## config.mk

```make
export PLATFORM = sky130hd
export DESIGN_NAME = addsub_signed_pipe
export DESIGN_NICKNAME = d
export VERILOG_FILES = /design/src/rtl/addsub_pkg.sv /design/src/rtl/addsub_core.sv /design/src/rtl/addsub_signed_pipe.sv
export SDC_FILE = /design/constraint.sdc
export NUM_CORES = 1
export LEC_CHECK = 0
export BUFFER_PORTS_ARGS = -buffer_cell sky130_fd_sc_hd__buf_2
export CAP_MARGIN = 20
export CORE_ASPECT_RATIO = 1.25
export CORE_MARGIN = 1.5
export CORE_UTILIZATION = 60
export DETAILED_ROUTE_END_ITERATION = 10
export PLACE_DENSITY_LB_ADDON = 0.05
export SYNTH_ARGS = -nofsm -noshare
export SYNTH_HDL_FRONTEND = slang
export SYNTH_HIERARCHICAL = 1
export SYNTH_SLANG_ARGS = --single-unit
```

## constraint.sdc

```tcl
create_clock -name clk -period 4.9 [get_ports clk]
set_clock_uncertainty 0.15 [all_clocks]
set_input_delay 0.245 -clock clk [delete_from_list [all_inputs] [get_ports clk]]
set_output_delay 0.245 -clock clk [all_outputs]
set_load 0.01 [all_outputs]
```

## src/rtl/addsub_pkg.sv

```systemverilog
// addsub_pkg: shared constants and saturation limits for the signed add/sub pipeline
package addsub_pkg;
  localparam logic OP_ADD = 1'b0;
  localparam logic OP_SUB = 1'b1;
  typedef struct packed {
    logic [63:0] max;
    logic [63:0] min;
  } sat_lim_t;
  function automatic sat_lim_t sat_limits(input int unsigned width);
    sat_lim_t l;
    l.max = (64'd1 << (width - 1)) - 64'd1;
    l.min = ~l.max;
    return l;
  endfunction
endpackage

```

## src/rtl/addsub_core.sv

```systemverilog
// addsub_core: combinational signed add/sub with true-overflow detect and optional saturation
module addsub_core import addsub_pkg::*; #(
  parameter int WIDTH = 8
) (
  input  logic [WIDTH-1:0] a,
  input  logic [WIDTH-1:0] b,
  input  logic             op,
  input  logic             sat,
  output logic [WIDTH-1:0] result,
  output logic             ovf
);
  localparam sat_lim_t LIM = sat_limits(WIDTH);
  logic [WIDTH:0] exact;
  // One extra bit holds the exact sum, so its top bit is the true sign
  always_comb begin
    exact = op == OP_SUB ? {a[WIDTH-1], a} - {b[WIDTH-1], b} : {a[WIDTH-1], a} + {b[WIDTH-1], b};
    ovf = exact[WIDTH] ^ exact[WIDTH-1];
    result = ovf && sat ? (exact[WIDTH] ? LIM.min[WIDTH-1:0] : LIM.max[WIDTH-1:0]) : exact[WIDTH-1:0];
  end
endmodule

```

## src/rtl/addsub_signed_pipe.sv

```systemverilog
// addsub_signed_pipe: two-stage valid/ready signed add/sub with sticky overflow status
module addsub_signed_pipe import addsub_pkg::*; #(
  parameter int WIDTH = 8,
  parameter int CNT_W = 8
) (
  input  logic             clk,
  input  logic             rst,
  input  logic             in_valid,
  output logic             in_ready,
  input  logic [WIDTH-1:0] in_a,
  input  logic [WIDTH-1:0] in_b,
  input  logic             in_op,
  input  logic             in_sat,
  output logic             out_valid,
  input  logic             out_ready,
  output logic [WIDTH-1:0] out_result,
  output logic             out_ovf,
  input  logic             clr_status,
  output logic             ovf_sticky,
  output logic [CNT_W-1:0] ovf_count
);
  logic [WIDTH-1:0] a_q, b_q, result_q, core_result;
  logic             op_q, sat_q, s1_valid_q, s2_valid_q, ovf_q, core_ovf;
  logic             adv1, adv2, ovf_xfer, sticky_q, sticky_d;
  logic [CNT_W-1:0] count_q, count_d;

  assign adv2 = !s2_valid_q || out_ready;
  assign adv1 = !s1_valid_q || adv2;
  assign in_ready = adv1;
  assign out_valid = s2_valid_q;
  assign out_result = result_q;
  assign out_ovf = ovf_q;
  assign ovf_sticky = sticky_q;
  assign ovf_count = count_q;
  assign ovf_xfer = s2_valid_q && out_ready && ovf_q;

  addsub_core #(.WIDTH(WIDTH)) u_core (
    .a(a_q), .b(b_q), .op(op_q), .sat(sat_q), .result(core_result), .ovf(core_ovf)
  );

  // Both stages shift together whenever the downstream slot frees up
  always_ff @(posedge clk or posedge rst) begin
    if (rst) begin
      {a_q, b_q, op_q, sat_q, s1_valid_q} <= '0;
      {result_q, ovf_q, s2_valid_q} <= '0;
    end else begin
      if (adv1) begin
        s1_valid_q <= in_valid;
        if (in_valid) {a_q, b_q, op_q, sat_q} <= {in_a, in_b, in_op, in_sat};
      end
      if (adv2) begin
        s2_valid_q <= s1_valid_q;
        if (s1_valid_q) {result_q, ovf_q} <= {core_result, core_ovf};
      end
    end
  end

  // An overflowed delivery beats a same-cycle clear, so it restarts the count at one
  always_comb begin
    sticky_d = ovf_xfer | (sticky_q & ~clr_status);
    count_d = ovf_xfer ? (clr_status ? CNT_W'(1) : (&count_q ? count_q : count_q + 1'b1)) : (clr_status ? '0 : count_q);
  end

  // Status registers
  always_ff @(posedge clk or posedge rst) begin
    if (rst) begin
      sticky_q <= 1'b0;
      count_q <= '0;
    end else begin
      sticky_q <= sticky_d;
      count_q <= count_d;
    end
  end
endmodule

```

* Word level (Yosys, flattened, before mapping)
Index checks and enable logic that the tools add are counted.
** Operators by class
- Add/sub/neg operators :: 3
- Mux-type cells :: 7
- Bitwise logic cells :: 4
- Reductions and logical operators :: 12
- Equal/unequal tests :: 1
** Operators by type and width (count)
- $mux W8 :: 6
- $add A8 B8 Y9 :: 1
- $mux W9 :: 1
- $sub A8 B8 Y9 :: 1
- $add A8 B1 Y8 const B :: 1
- $reduce_and A8 Y1 :: 1
- $reduce_and A2 Y1 :: 3
- $logic_and A1 B1 Y1 :: 3
- $logic_not A1 Y1 :: 2
- $logic_or A1 B1 Y1 :: 2
- $ne A2 B2 Y1 const B :: 1
- $reduce_bool A2 Y1 :: 1
- $and A1 B1 Y1 :: 1
- $not A1 Y1 :: 1
- $or A1 B1 Y1 :: 1
- $xor A1 B1 Y1 :: 1
** Word-level totals
- Logic and storage cells :: 37
- Output and inout port bits :: 20
- Bits in registers :: 38
- Input port bits :: 23

* Longest topological paths before layout
- Word-level depth :: 5
- Mapped depth :: 15
- Gate-level depth less buffers :: 14

* Hierarchy
Netlist, hierarchy kept.
** Modules (own cells, without submodules)
- addsub_signed_pipe :: cells an instance 120, sequential area each 950.9 um^2, instances 1, area each 1627.8 um^2
- addsub_core :: cells an instance 95, sequential area each 0.0 um^2, instances 1, area each 704.4 um^2

* Worst setup path before layout
No wires, ideal clock.
- Path type :: register to register
- From :: register b_q[0]
- To :: register result_q[2] (netlist: out_result[2])
- Buffers on the path :: 0
- Arrival time :: 2848 ps
- Stages on the path, launching flop included :: 15
- Period minus slack after synthesis :: 3123 ps
- Data required time :: 4625 ps
- Path slack :: 1777 ps
- Cell sequence :: dfrtp_1 inv_1 ha_1 nand2b_1 nor4_1 nor2_1 xnor2_1 ha_1 a21oi_1 o21ai_1 a41oi_1 xor2_1 o21ai_0 a21o_1 mux2_2
** On the way
- Longest elaborated chain between the ends :: 5
- Elaborated cells between the ends (all ways) :: 7
** RTL lines
- start: declaration :: RTL line addsub_signed_pipe.sv:22 : logic [WIDTH-1:0] a_q, b_q, result_q, core_result;
- start signal: assignment :: RTL line addsub_signed_pipe.sv:49 : if (in_valid) {a_q, b_q, op_q, sat_q} <= {in_a, in_b, in_op, in_sat};
- $add A8 B8 Y9 / $sub A8 B8 Y9 (equally long branches) :: RTL line addsub_core.sv:16 : exact = op == OP_SUB ? {a[WIDTH-1], a} - {b[WIDTH-1], b} : {a[WIDTH-1], a} + {b[WIDTH-1], b};
- $mux W9 * :: RTL line addsub_core.sv:16
- $xor A1 B1 Y1 :: RTL line addsub_core.sv:17 : ovf = exact[WIDTH] ^ exact[WIDTH-1];
- $logic_and A1 B1 Y1 :: RTL line addsub_core.sv:18 : result = ovf && sat ? (exact[WIDTH] ? LIM.min[WIDTH-1:0] : LIM.max[WIDTH-1:0]) : exact[WIDTH-1:0];
- $mux W8 * :: RTL line addsub_core.sv:18
- named net core_result[2] :: RTL line addsub_signed_pipe.sv:22
- end signal: assignment :: RTL line addsub_signed_pipe.sv:53 : if (s1_valid_q) {result_q, ovf_q} <= {core_result, core_ovf};
- end: declaration :: RTL line addsub_signed_pipe.sv:22
Mark *: on every way through the listed nets, which the timed path passes. The rest lies on a longest branch.
A chain may end at the register's enable or synchronous reset.

* Final worst setup path
Same ends and word-level chain as after synthesis.

==> impl_metrics.py <==
metrics = {
    "synthesis": {
        "synth-edff-count": 0,
        "mappedNetlistNets": 249,
        "synth_top_cell_by_area": "sky130_fd_sc_hd__dfrtp_1",
        "synth_cell_type_count": 59,
        "post_synth_inst_count": 215,
        "post-synth-top-area-fraction_pct": 40.8,
        "mappedNetlistArea_um2": 2330,
        "postSynth.asyncResetShare_pct": 100,
        "yosys_warnings": 6,
        "synth_seq_cells": 38,
        "synth_sequential_area_ratio_pct": 40.8,
        "dominant_synthesized_flop_cell": "sky130_fd_sc_hd__dfrtp_1",
        "postSynthAreaPerCell_um2": 10.8,
        "synth.area.top_cells": "sky130_fd_sc_hd__dfrtp_1 41%, sky130_fd_sc_hd__mux2_2 8.2%, sky130_fd_sc_hd__mux2_1 5.8%",
    },
    "sta": {
        "fmax_mhz": 290,
        "finalWorstPathRequiredPeriod_ns": 3.45,
        "timing.max_slew.rel_slack_pct": 49.4,
        "grt_setup_unrepaired": "no",
        "hold-worst-slack_ns": 0.0205,
        "accumulated_negative_setup_slack_ns": 0,
        "timing_max_transition_violations_final": 0,
        "setup_violations": 0,
        "report.final.hold_viol_count": 0,
        "postLayoutSetupSlackWorst_ns": 1.45,
        "fin_crit_sh_pct": 70.4,
        "max_slew.worst_pin.slew_ns": 0.756,
    },
    "worst_setup_path": {
        "timing.critical_path.mode_cell": "sky130_fd_sc_hd__ha_1",
        "critical_path.startpoint_type": "flop",
        "critPathKind": "flop to flop",
        "critical_path.cell_chain": "inv_1 -> ha_1 -> nand2b_1 -> nor4_1 -> nor2_1 -> xnor2_1 -> ha_1 -> a21oi_1 -> o21ai_1 -> a41oi_1 -> xor2_1 -> o21ai_0 -> a21o_1 -> mux2_2",
        "cp_slowest_cell": "sky130_fd_sc_hd__xor2_1",
        "startpoint": "b_q[0]",
        "worst_path_largest_cell_delay_ns": 0.63,
        "reg2reg_from": "b_q[0]",
        "cp-end-kind": "flop",
        "arrival_ns": 3.47,
        "required_time_at_the_endpoint_of_the_critical_path_ns": 4.92,
        "worstPathMaxFanout": 10,
    },
    "floorplan": {
        "die_area_um2": 4270,
        "die_w_um": 58.8,
        "die_height_um": 72.7,
        "fp.coreArea_um2": 3750,
        "boundaryPins": 43,
        "initial_core_util_pct": 62.1,
        "placement_rows": 25,
    },
    "grt": {
        "wire_length_of_the_first_global_routing_pass_mm": 7.16,
        "use_met3_pct": 4.79,
        "grt_antenna_before_repair": 0,
        "routing_usage_on_met1_pct": 25.0,
        "global_route_hottest_layer": "met2",
        "grt_start_max_net_pins": 39,
        "globalRouteOverflowTotal": 0,
        "gr-usage-met2_pct": 38.9,
        "first_global_vias": 1642,
        "global_route.usage.total_pct": 21.5,
    },
    "route": {
        "drc_violations_left": 0,
        "post_drt_via_cell_ratio": 5.82,
        "dr.first_iter.drc_count": 76,
        "avgRoutedWirePerCell_um": 14.0,
        "wirelength_mm": 4.20,
        "route.vias.total": 1747,
        "drt_pass1_iterations": 4,
        "detail-route-antenna-nets": 0,
    },
    "finish": {
        "final_instance_count_excl_fillers": 300,
        "n_fill_cell": 292,
        "finish.net_count": 293,
        "final_layout_size_suffix_gt1_share_pct": 30.4,
        "syn_to_final_growth_pct": 13.6,
        "num_antenna_cells": 0,
    },
    "placed_design": {
        "numPortBuffers": 42,
        "hpwl_mm": 3.19,
        "globalplace.congestion": 0.859,
        "dpl.cell_count": 291,
        "preCtsSetupSlack_ns": 1.45,
    },
    "clock_tree": {
        "cts-resized-gates": 0,
        "cts.path.max_buffers": 2,
        "post_cts_hold_fix_bufs": 1,
        "clock_root_buffer": "sky130_fd_sc_hd__clkbuf_8",
        "cts-htree-levels": 2,
        "post_cts.repair.setup_buffers": 0,
        "clock_latency_late_sink_ns": 0.28,
        "clock_sink_count": 38,
        "cts.reportedPaths.clkPinSlew_ns": 0.07,
        "cts_inserted_buffers": 5,
        "tritoncts": "done",
    },
    "power_and_ir_drop": {
        "power_leakage_nw": 1.23,
        "ir_worst_vdd_mv": 0.228,
        "power.density_nw_per_um2": 482,
    },
    "worst_hold_path": {
        "source_of_the_worst_hold_timing_path": "in_b[4]",
        "hold_path_class": "input port to flop",
    },
    "outcome": {
        "outcome": "complete, no violations",
    },
    "job": {
        "maxCapViolations": 0,
    },
}
[cell families after synthesis]
| logic type | count (synthesis) | synth area share (%) |
|---|---|---|
| buffers and inverters | 18 | 4.02 |
| xor gates and xnor gates | 13 | 5.20 |
| AOI/OAI and AO/OA | 52 | 15.9 |
| adders and majority gates | 11 | 6.22 |
| DFF | 38 | 40.8 |
| and+or+nand+nor | 52 | 13.0 |
| muxes | 31 | 14.9 |
[area by class of cell]
cell class | instances | area (um^2) | area share (%)
Multi-Input combinational cell | 159 | 1290 | 48.6
Tap cell | 40 | 50.0 | 1.89
Sequential cell | 38 | 951 | 35.9
Clock inverter | 1 | 5.00 | 0.189
Clock buffer | 7 | 86.3 | 3.26
Inverter | 11 | 41.3 | 1.56
Timing Repair Buffer | 44 | 228 | 8.60
[final timing paths]
path	endpoint	slack [ns]	depth (start not counted)
setup / recovery	out_result[2]	1.45	14
hold / removal	b_q[4]	0.02	2
setup reg to reg	out_result[2]	1.45	14
hold reg to reg	ovf_sticky	0.33	1
max in group asynchronous	ovf_count[0]	3.81	4
min in group asynchronous	b_q[7]	0.46	4
[cell usage after synthesis, drive strengths merged, types with 3 or more instances]
cell type   n
a21oi      12
xnor2      10
mux2       29
nand3       3
ha         10
nor2       13
a22oi       3
nand2       9
xor2        3
nand2b      6
nor2b       3
buf         5
o21ai      10
a21o        4
inv        11
nand4       3
dfrtp      38
[routing by layer]
layer | share of wire, % | up-vias
met5 | 0 | -
met2 | 54 | 39
met3 | 2.8 | 2
li1 | - | 876
met4 | 0.55 | 0
met1 | 42 | 830
[stage by stage]
stage	power (mW)	utilization, %	cell area [um^2]
2_1_floorplan	0.946	-	2330
3_3_place_gp	1.06	67.9	2550
3_5_place_dp	1.07	67.9	2550
4_1_cts	1.29	70.6	2650
5_1_grt	1.39	70.6	2650
6_report	1.28	70.6	2650
[worst max-delay path: cells and delay by family (launching register included)]
| kind | cells | cell delay, ns |
|---|---|---|
| xor+xnor | 2 | 0.77 |
| flops | 1 | 0.41 |
| fa+ha+maj | 2 | 0.50 |
| mux | 1 | 0.25 |
| simple gates | 3 | 0.39 |
| buf+inv | 1 | 0.07 |
| compound gates | 5 | 0.80 |
[cell usage in the layout (no fill, tap or decap), types with 2 or more instances in the layout]
cell,synthesis,routed
sky130_fd_sc_hd__o21a_1,2,2
sky130_fd_sc_hd__or3_1,2,2
sky130_fd_sc_hd__nand2_1,7,7
sky130_fd_sc_hd__buf_2,2,42
sky130_fd_sc_hd__mux2_2,17,17
sky130_fd_sc_hd__ha_1,10,10
sky130_fd_sc_hd__a22oi_1,2,2
sky130_fd_sc_hd__xor2_1,3,3
sky130_fd_sc_hd__a2111oi_0,2,2
sky130_fd_sc_hd__a211oi_1,2,2
sky130_fd_sc_hd__a21o_1,4,4
sky130_fd_sc_hd__o21ai_1,4,4
sky130_fd_sc_hd__a31oi_1,2,2
sky130_fd_sc_hd__nor2b_1,3,3
sky130_fd_sc_hd__o21bai_1,2,2
sky130_fd_sc_hd__nor3_1,2,2
sky130_fd_sc_hd__dfrtp_1,38,38
sky130_fd_sc_hd__nor2_1,12,12
sky130_fd_sc_hd__nor4_1,2,2
sky130_fd_sc_hd__mux2i_1,2,2
sky130_fd_sc_hd__nand2b_1,6,6
sky130_fd_sc_hd__nand3_1,3,3
sky130_fd_sc_hd__and3_1,2,2
sky130_fd_sc_hd__nand4_1,2,2
sky130_fd_sc_hd__o21ai_0,5,5
sky130_fd_sc_hd__o22ai_1,2,2
sky130_fd_sc_hd__clkbuf_8,0,6
sky130_fd_sc_hd__a21oi_1,12,12
sky130_fd_sc_hd__mux2_1,12,12
sky130_fd_sc_hd__inv_1,10,10
sky130_fd_sc_hd__xnor2_1,9,9
sky130_fd_sc_hd__and4_1,2,2
[flip-flops by register name, indices dropped and copies added, names as in the netlist]
| signal | cells |
|---|---|
| a_q | 8 |
| b_q | 8 |
| out_result | 8 |
| ovf_count | 8 |
| op_q | 1 |
| out_ovf | 1 |
| out_valid | 1 |
| ovf_sticky | 1 |
| s1_valid_q | 1 |
| sat_q | 1 |
[power by group]
| group | total (mW) | leakage (nW) | switching, mW | internal, mW |
|---|---|---|---|---|
| registers | 0.440 | 0.458 | 0.0567 | 0.383 |
| logic | 0.625 | 0.728 | 0.329 | 0.296 |
| clock network | 0.212 | 0.0482 | 0.0985 | 0.113 |
| total | 1.28 | 1.23 | 0.484 | 0.793 |
Note: power is estimated with default switching activity, not from simulation.
